File: config.mk
export PLATFORM = sky130hd
export DESIGN_NAME = riscv_regfile
export DESIGN_NICKNAME = d
export VERILOG_FILES = /design/src/rtl/riscv_regfile.sv
export SDC_FILE = /design/constraint.sdc
export NUM_CORES = 2
export LEC_CHECK = 0
export BUFFER_PORTS_ARGS = -buffer_cell sky130_fd_sc_hd__buf_2
export CORE_MARGIN = 5
export CORE_UTILIZATION = 55
export CTS_CLUSTER_SIZE = 14
export DETAILED_ROUTE_END_ITERATION = 10
export GPL_TIMING_DRIVEN = 0
export PLACE_DENSITY = 0.74
export SYNTH_ARGS = -nofsm -noshare
export SYNTH_HDL_FRONTEND = slang
export SYNTH_SLANG_ARGS = --single-unit
File: constraint.sdc
create_clock -name clk_i -period 2.31 [get_ports clk_i]
set_clock_uncertainty 0.05 [all_clocks]
set_input_delay 0 -clock clk_i [delete_from_list [all_inputs] [get_ports clk_i]]
set_output_delay 0 -clock clk_i [all_outputs]
set_load 0.02 [all_outputs]
File: src/rtl/riscv_regfile.sv
// Integer register file with per-register pending-write counters so decode can
// see RAW hazards against in-flight write-backs. Reads are combinational with write-through bypass.
module riscv_regfile #(
  parameter  int REGFILE_COUNT = 32,
  parameter  int WORD_SIZE     = 32,
  parameter  int PEND_W        = 2,
  localparam int AW            = $clog2(REGFILE_COUNT)
) (
  input  logic                 clk_i,
  input  logic                 rst_ni,
  input  logic [AW-1:0]        read_reg0_i,
  input  logic [AW-1:0]        read_reg1_i,
  output logic [WORD_SIZE-1:0] read_data0_o,
  output logic [WORD_SIZE-1:0] read_data1_o,
  output logic                 busy0_o,
  output logic                 busy1_o,
  input  logic                 issue_en_i,
  input  logic [AW-1:0]        issue_reg_i,
  output logic                 issue_ready_o,
  input  logic                 write_en_i,
  input  logic [AW-1:0]        write_reg_i,
  input  logic [WORD_SIZE-1:0] write_data_i
);

  localparam logic [PEND_W-1:0] PEND_MAX = {PEND_W{1'b1}};
  localparam logic [PEND_W-1:0] PEND_ONE = PEND_W'(1);

  logic [WORD_SIZE-1:0] regs_q [REGFILE_COUNT];
  logic [WORD_SIZE-1:0] regs_d [REGFILE_COUNT];
  logic [PEND_W-1:0]    pend_q [REGFILE_COUNT];
  logic [PEND_W-1:0]    pend_d [REGFILE_COUNT];
  logic                 issue_acc_s;
  logic                 issue_hit_s;
  logic                 wr_hit_s;

  // Next state for storage and counters; x0 is never written.
  always_comb begin
    issue_acc_s = issue_en_i & issue_ready_o;
    issue_hit_s = 1'b0;
    wr_hit_s    = 1'b0;
    regs_d[0]   = '0;
    pend_d[0]   = '0;
    for (int r = 1; r < REGFILE_COUNT; r++) begin
      regs_d[r] = regs_q[r];
      pend_d[r] = pend_q[r];
      if (!rst_ni) begin
        regs_d[r] = '0;
        pend_d[r] = '0;
      end else begin
        issue_hit_s = issue_acc_s && (issue_reg_i == AW'(r));
        wr_hit_s    = write_en_i && (write_reg_i == AW'(r));
        if (wr_hit_s) begin
          regs_d[r] = write_data_i;
        end else begin
          regs_d[r] = regs_q[r];
        end
        // Issue and write-back to the same register cancel out.
        case ({issue_hit_s, wr_hit_s})
          2'b10:   pend_d[r] = pend_q[r] + PEND_ONE;
          2'b01: begin
            if (pend_q[r] != '0) begin
              pend_d[r] = pend_q[r] - PEND_ONE;
            end else begin
              pend_d[r] = pend_q[r];
            end
          end
          default: pend_d[r] = pend_q[r];
        endcase
      end
    end
  end

  // State registers.
  always_ff @(posedge clk_i) begin
    for (int r = 0; r < REGFILE_COUNT; r++) begin
      regs_q[r] <= regs_d[r];
      pend_q[r] <= pend_d[r];
    end
  end

  // Read port 0 with bypass and hazard flag.
  always_comb begin
    read_data0_o = '0;
    busy0_o      = 1'b0;
    if (!rst_ni || read_reg0_i == '0) begin
      read_data0_o = '0;
      busy0_o      = 1'b0;
    end else if (write_en_i && write_reg_i == read_reg0_i) begin
      read_data0_o = write_data_i;
      busy0_o      = (pend_q[read_reg0_i] != '0) && (pend_q[read_reg0_i] != PEND_ONE);
    end else begin
      read_data0_o = regs_q[read_reg0_i];
      busy0_o      = (pend_q[read_reg0_i] != '0);
    end
  end

  // Read port 1 with bypass and hazard flag.
  always_comb begin
    read_data1_o = '0;
    busy1_o      = 1'b0;
    if (!rst_ni || read_reg1_i == '0) begin
      read_data1_o = '0;
      busy1_o      = 1'b0;
    end else if (write_en_i && write_reg_i == read_reg1_i) begin
      read_data1_o = write_data_i;
      busy1_o      = (pend_q[read_reg1_i] != '0) && (pend_q[read_reg1_i] != PEND_ONE);
    end else begin
      read_data1_o = regs_q[read_reg1_i];
      busy1_o      = (pend_q[read_reg1_i] != '0);
    end
  end

  // Issue back-pressure when the destination counter is saturated.
  always_comb begin
    if (!rst_ni) begin
      issue_ready_o = 1'b0;
    end else if (issue_reg_i == '0) begin
      issue_ready_o = 1'b1;
    end else begin
      issue_ready_o = (pend_q[issue_reg_i] != PEND_MAX);
    end
  end

endmodule

# After elaboration in Yosys (flattened, before gate mapping)

Memories as Yosys holds them, arrays and structs flattened.
Index checks and enable logic that the tools add are counted.

Add/subtract/negate cells: 62
Equality and inequality tests: 160
Mux-type cells: 165
Bitwise gates (word level): 1
Reductions and logical operators: 105

Operators with widths:

| kind                                                                     | number |
|---|---|
| 32-bit two-way mux                                                       | 66 |
| 5-bit == test (second input constant)                                    | 32 |
| 2-bit two-way mux                                                        | 62 |
| 2-bit one-hot mux with 2 select lines                                    | 31 |
| 5-bit by 4-bit == test with 1-bit output (second input constant)         | 16 |
| 1-bit logical AND                                                        | 66 |
| 2-bit nonzero test                                                       | 33 |
| 2-bit inequality test (second input constant)                            | 32 |
| 2-bit by 1-bit adder with 2-bit output (second input constant)           | 31 |
| 2-bit by 1-bit == test with 1-bit output (second input constant)         | 31 |
| 2-bit == test (second input constant)                                    | 31 |
| 2-bit by 1-bit subtractor with 2-bit output (second input constant)      | 31 |
| 5-bit by 3-bit == test with 1-bit output (second input constant)         | 8 |
| 5-bit by 2-bit == test with 1-bit output (second input constant)         | 4 |
| 5-bit logical NOT                                                        | 3 |
| 5-bit by 1-bit == test with 1-bit output (second input constant)         | 2 |
| 5-bit == test                                                            | 2 |
| 1-bit two-way mux                                                        | 6 |
| 2-bit by 1-bit inequality test with 1-bit output (second input constant) | 2 |
| 1-bit logical OR                                                         | 2 |
| 1-bit AND                                                                | 1 |
| 1-bit logical NOT                                                        | 1 |

Register bits after elaboration: 0
Bits in writable memories: 1088
Bits of input ports: 56
Logic and storage cells: 495
Memories kept: 2

Memories:

| name   | depth | bits a word | read ports | clocked after Yosys merged registers in | write ports | RTL line | text |
|---|---|---|---|---|---|---|---|
| regs_q | 32    | 32          | 2          | 0                                       | 32          | 28       | `logic [WORD_SIZE-1:0] regs_q [REGFILE_COUNT];` |
| pend_q | 32    | 2           | 34         | 0                                       | 32          | 30       | `logic [PEND_W-1:0] pend_q [REGFILE_COUNT];` |

# Longest topological paths before layout

An unclocked memory read counts as a cell.

Depth in word-level cells: 9
Mapped depth: 11
Gate-level depth less buffers: 7

# Least setup slack after synthesis

No wires, ideal clock.

Path kind: input to output
Start: input read_reg1_i[0]
End: output read_data1_o[7]
Arrival time: 2.179 ns
Required time: 2.260 ns
Path slack: 0.081 ns
Stages: 8
Path buffers: 3
Cell sequence: buf_2 > clkbuf_1 > buf_2 > mux4_2 > mux4_2 > o211a_1 > a21oi_1 > nor2_1

Cells in the longest elaborated chain, start to end: 4

RTL lines:

| item                                                                            | RTL line | text |
|---|---|---|
| start, declared                                                                 | 12       | `input logic [AW-1:0] read_reg1_i,` |
| parallel branches: the longest is 3 deep, another holds memory read 32 x 32 bit | -        |  |
| 32-bit two-way mux (*)                                                          | 101      | `if (!rst_ni \|\| read_reg1_i == '0) begin` |
| end, declared                                                                   | 14       | `output logic [WORD_SIZE-1:0] read_data1_o,` |

Mark *: on every way between the ends.

==> impl_metrics.ini <==
[pwr]
vdd_ir_drop_max_uv = 966
comb_power_share_pct = 16.2
switchingPower_mw = 13.2
p_seq_share_pct = 46.7
p_int_mw = 36.8
p_sw_share_pct = 26.4
p_clk_share_pct = 37.0
power.leakage_nw = 20.7
report.power.total_mw = 50.0
p_per_area_nw_per_um2 = 815

[grt]
grt_pass1_vias = 34600
grt_usage_pct = 37.7
grt-ovfl-total = 0
grt_max_degree = 32
grt_first_pass_wirelength_um = 266000
antenna_found_initial = 2

[finish]
nFillCells = 6365
layout-drive-gt1-share_pct = 47.4
area.growth.synth_to_final_pct = 18.0
layout.cells.non_filler = 4520
layout.nets = 3228
regArea_um2 = 31100
multiInputGateArea_um2 = 21400
final_area_um2 = 61400
utilization_pct = 65.6

[yosys]
yosysWarnings = 0
async_flop_share_pct = 0
synth_simple_gate_area_share_pct = 4.46
synth_top_area_share_pct = 57.3
synth_compound_area_share_pct = 3.86
syn-mean-instance-area_um2 = 18.2
synth_nets = 2911
synthCells = 2855
muxShareOfSynthArea_pct = 29.8
synth_top_family_by_area = multiplexers
yosysUniqueCellTypes = 54
synth_fa_ha_area_share_pct = 0
synth_top_area_cell = edfxtp_1
synth_xor_area_share_pct = 0.185
synth_ff_type = edfxtp_1
synth_edf_count = 992
ys_seq_area_share_pct = 59.7
synthesis.area_um2 = 52000
synth.area.top_cells = edfxtp_1 (57%), mux4_2 (27%), dfxtp_1 (2.4%)
postSynthRegisterBits = 1054

[setup_path]
cp.required_ps = 2260
crit_fanout = 2
worst_setup_path_end_kind = primary output
crit_type = reg2out
arrival_ps = 3070
startpoint_type = register

[clock_network]
numClockSinks = 1054
ctsHtreeMaxLevel = 3
clock_latency_ps = 720
max-clock-path-buffers = 3
cts-root-buf = clkbuf_16
cts.clk_slew.worst_paths_ps = 60
cts_made_buffers = 108
cts_tree = yes

[sta]
finalHoldViolCount = 0
tns_ps = -41740
drv_slew = 0
finalWorstSetupSlack_ps = -807
setup_viol = 137
timing.hold.ws_ps = 71.5
fmax_mhz = 321
fin_crit_sh_pct = 135
rsz0062_at_grt = yes
relSlewSlack_pct = 11.3
period_needed_ps = 3120
worstMarginPinSlew_ps = 1330

[run_status]
run_status = finished with violations
violations = negative setup slack

[routing]
drt_pass1_iterations = 6
drt_wl_total_um = 195000
drc = 0
drt_iter0_drc = 5949
dr_total_vias = 35200
vias_per_cell = 7.79
route.detailed.wl_per_inst_um = 43.1
antenna_left = 0

[floorplan]
core_um2 = 93600
io_pins = 123
start_util_pct = 55.6
fp.dieArea_um2 = 101000
row_count = 112
dieHeight_um = 318
dieWidth_um = 318

[placement]
hpwl_um = 130000
place.gp.congestion = 1.08
io_buffer_count = 109
placed_cells = 4249
place_area_um2 = 54800
place_ws_ps = -1920

[job]
timing.max_cap.violations = 0

[worst_hold_path]
min_path_type = in2reg
## cells in the mapped netlist, drive strengths merged, types with 3 or more instances
library cell and n:
o22ai 12, inv 9, o21a 12, or2 5
a22o 66, and3 32, a21oi 119, a21o 7
buf 129, a211o 6, mux4 623, and2 37
xnor2 3, or3 6, nor2b 9, nand2b 31
nor4 9, a211oi 21, dfxtp 62, a311oi 4
nand3 14, nand4b 10, clkbuf 101, o21ai 44
edfxtp 992, nor2 174, o211a 3, nand2 109
nor3 42, mux2i 66, mux2 73, xor2 8
## cell usage in the layout (no fill, tap or decap), drive strengths merged, types with 12 or more instances in the layout
| cell type | netlist | routed |
|---|---|---|
| o21ai | 44 | 44 |
| dfxtp | 62 | 62 |
| and3 | 32 | 32 |
| a22o | 66 | 66 |
| clkbuf | 101 | 227 |
| bufinv | 0 | 18 |
| inv | 9 | 19 |
| o21a | 12 | 12 |
| nor2 | 174 | 174 |
| mux4 | 623 | 623 |
| buf | 129 | 290 |
| a211oi | 21 | 21 |
| mux2i | 66 | 66 |
| o22ai | 12 | 12 |
| nand2 | 109 | 109 |
| clkinv | 0 | 44 |
| a21oi | 119 | 119 |
| nand3 | 14 | 14 |
| mux2 | 73 | 73 |
| nand2b | 31 | 31 |
| nor3 | 42 | 42 |
| and2 | 37 | 37 |
| dlygate4sd3 | 0 | 35 |
| edfxtp | 992 | 992 |
## power by group through the flow
stage	Combinational [mW]	Clock (mW)	Sequential, mW
finish	8.12	18.5	23.4
detailed placement	7.14	0	23.7
global route	8.16	19.3	23.5
CTS	7.54	18.5	23.3
floorplan	4.38	0	23.4
global placement	6.86	0	23.5
## final timing paths
path                            depth (start not counted)  slack (ps)                          to                  startpoint
worst max register to register                         10        -150  pend_q[26][0]$_SDFFE_PN0P_  pend_q[18][1]$_SDFFE_PN0P_
worst min-delay path                                    6          70  pend_q[11][0]$_SDFFE_PN0P_                  write_en_i
worst min register to register                          1         460  pend_q[12][0]$_SDFFE_PN0P_  pend_q[12][0]$_SDFFE_PN0P_
worst max-delay path                                    7        -810             read_data1_o[8]     regs_q[23][8]$_DFFE_PP_
## what timing repair did
item                                   4_1_cts  5_1_grt
buffers inserted                            23       13
pin swaps                                   42       68
resized for setup                          559      281
endpoints found under the hold margin      469      496
cloned                                       2        0
setup endpoints to repair                 1536     1967
hold buffers                                19       16
## worst max-delay path, stage by stage, from the launching register on
cell and delay [ps]:
edfxtp_1 400, mux4_2 520, mux4_2 600, mux2i_4 270
nor2_1 80, a21oi_2 240, nor2_1 60, buf_2 170
## cells by family (layout without fill, tap and decap cells)
family | count (synthesis) | count (layout)
other | 0 | 1
XOR/XNOR | 11 | 11
flip-flops | 1054 | 1054
AO/OA/AOI/OAI | 306 | 306
AND/OR/NAND/NOR | 483 | 483
multiplexers | 762 | 762
buffers and inverters | 239 | 649
## sequential cells by signal, summed over array words and instances (netlist names)
register / flops
regs_q: 992
pend_q: 62
## area by class of cell
type	count	area share, %
multi-input cells	1562	34.8
well taps	1254	2.56
inverters	9	0.0550
diodes	1	0.00408
clock inverters	77	1.43
clock buffers	126	4.58
repair buffers	211	3.38
plain buffers	226	2.52
flip-flops and latches	1054	50.7
## per-layer routing
metal  part of all wire [%]  global-route usage (%)  up-vias
met5                  0.080                   0.757        -
met4                    8.0                    23.2        8
met3                     15                    14.8      808
met2                     45                    56.2     3613
met1                     32                    46.9    18000
li1                       -                       -    12800
Power figures use the tool's default switching activity.
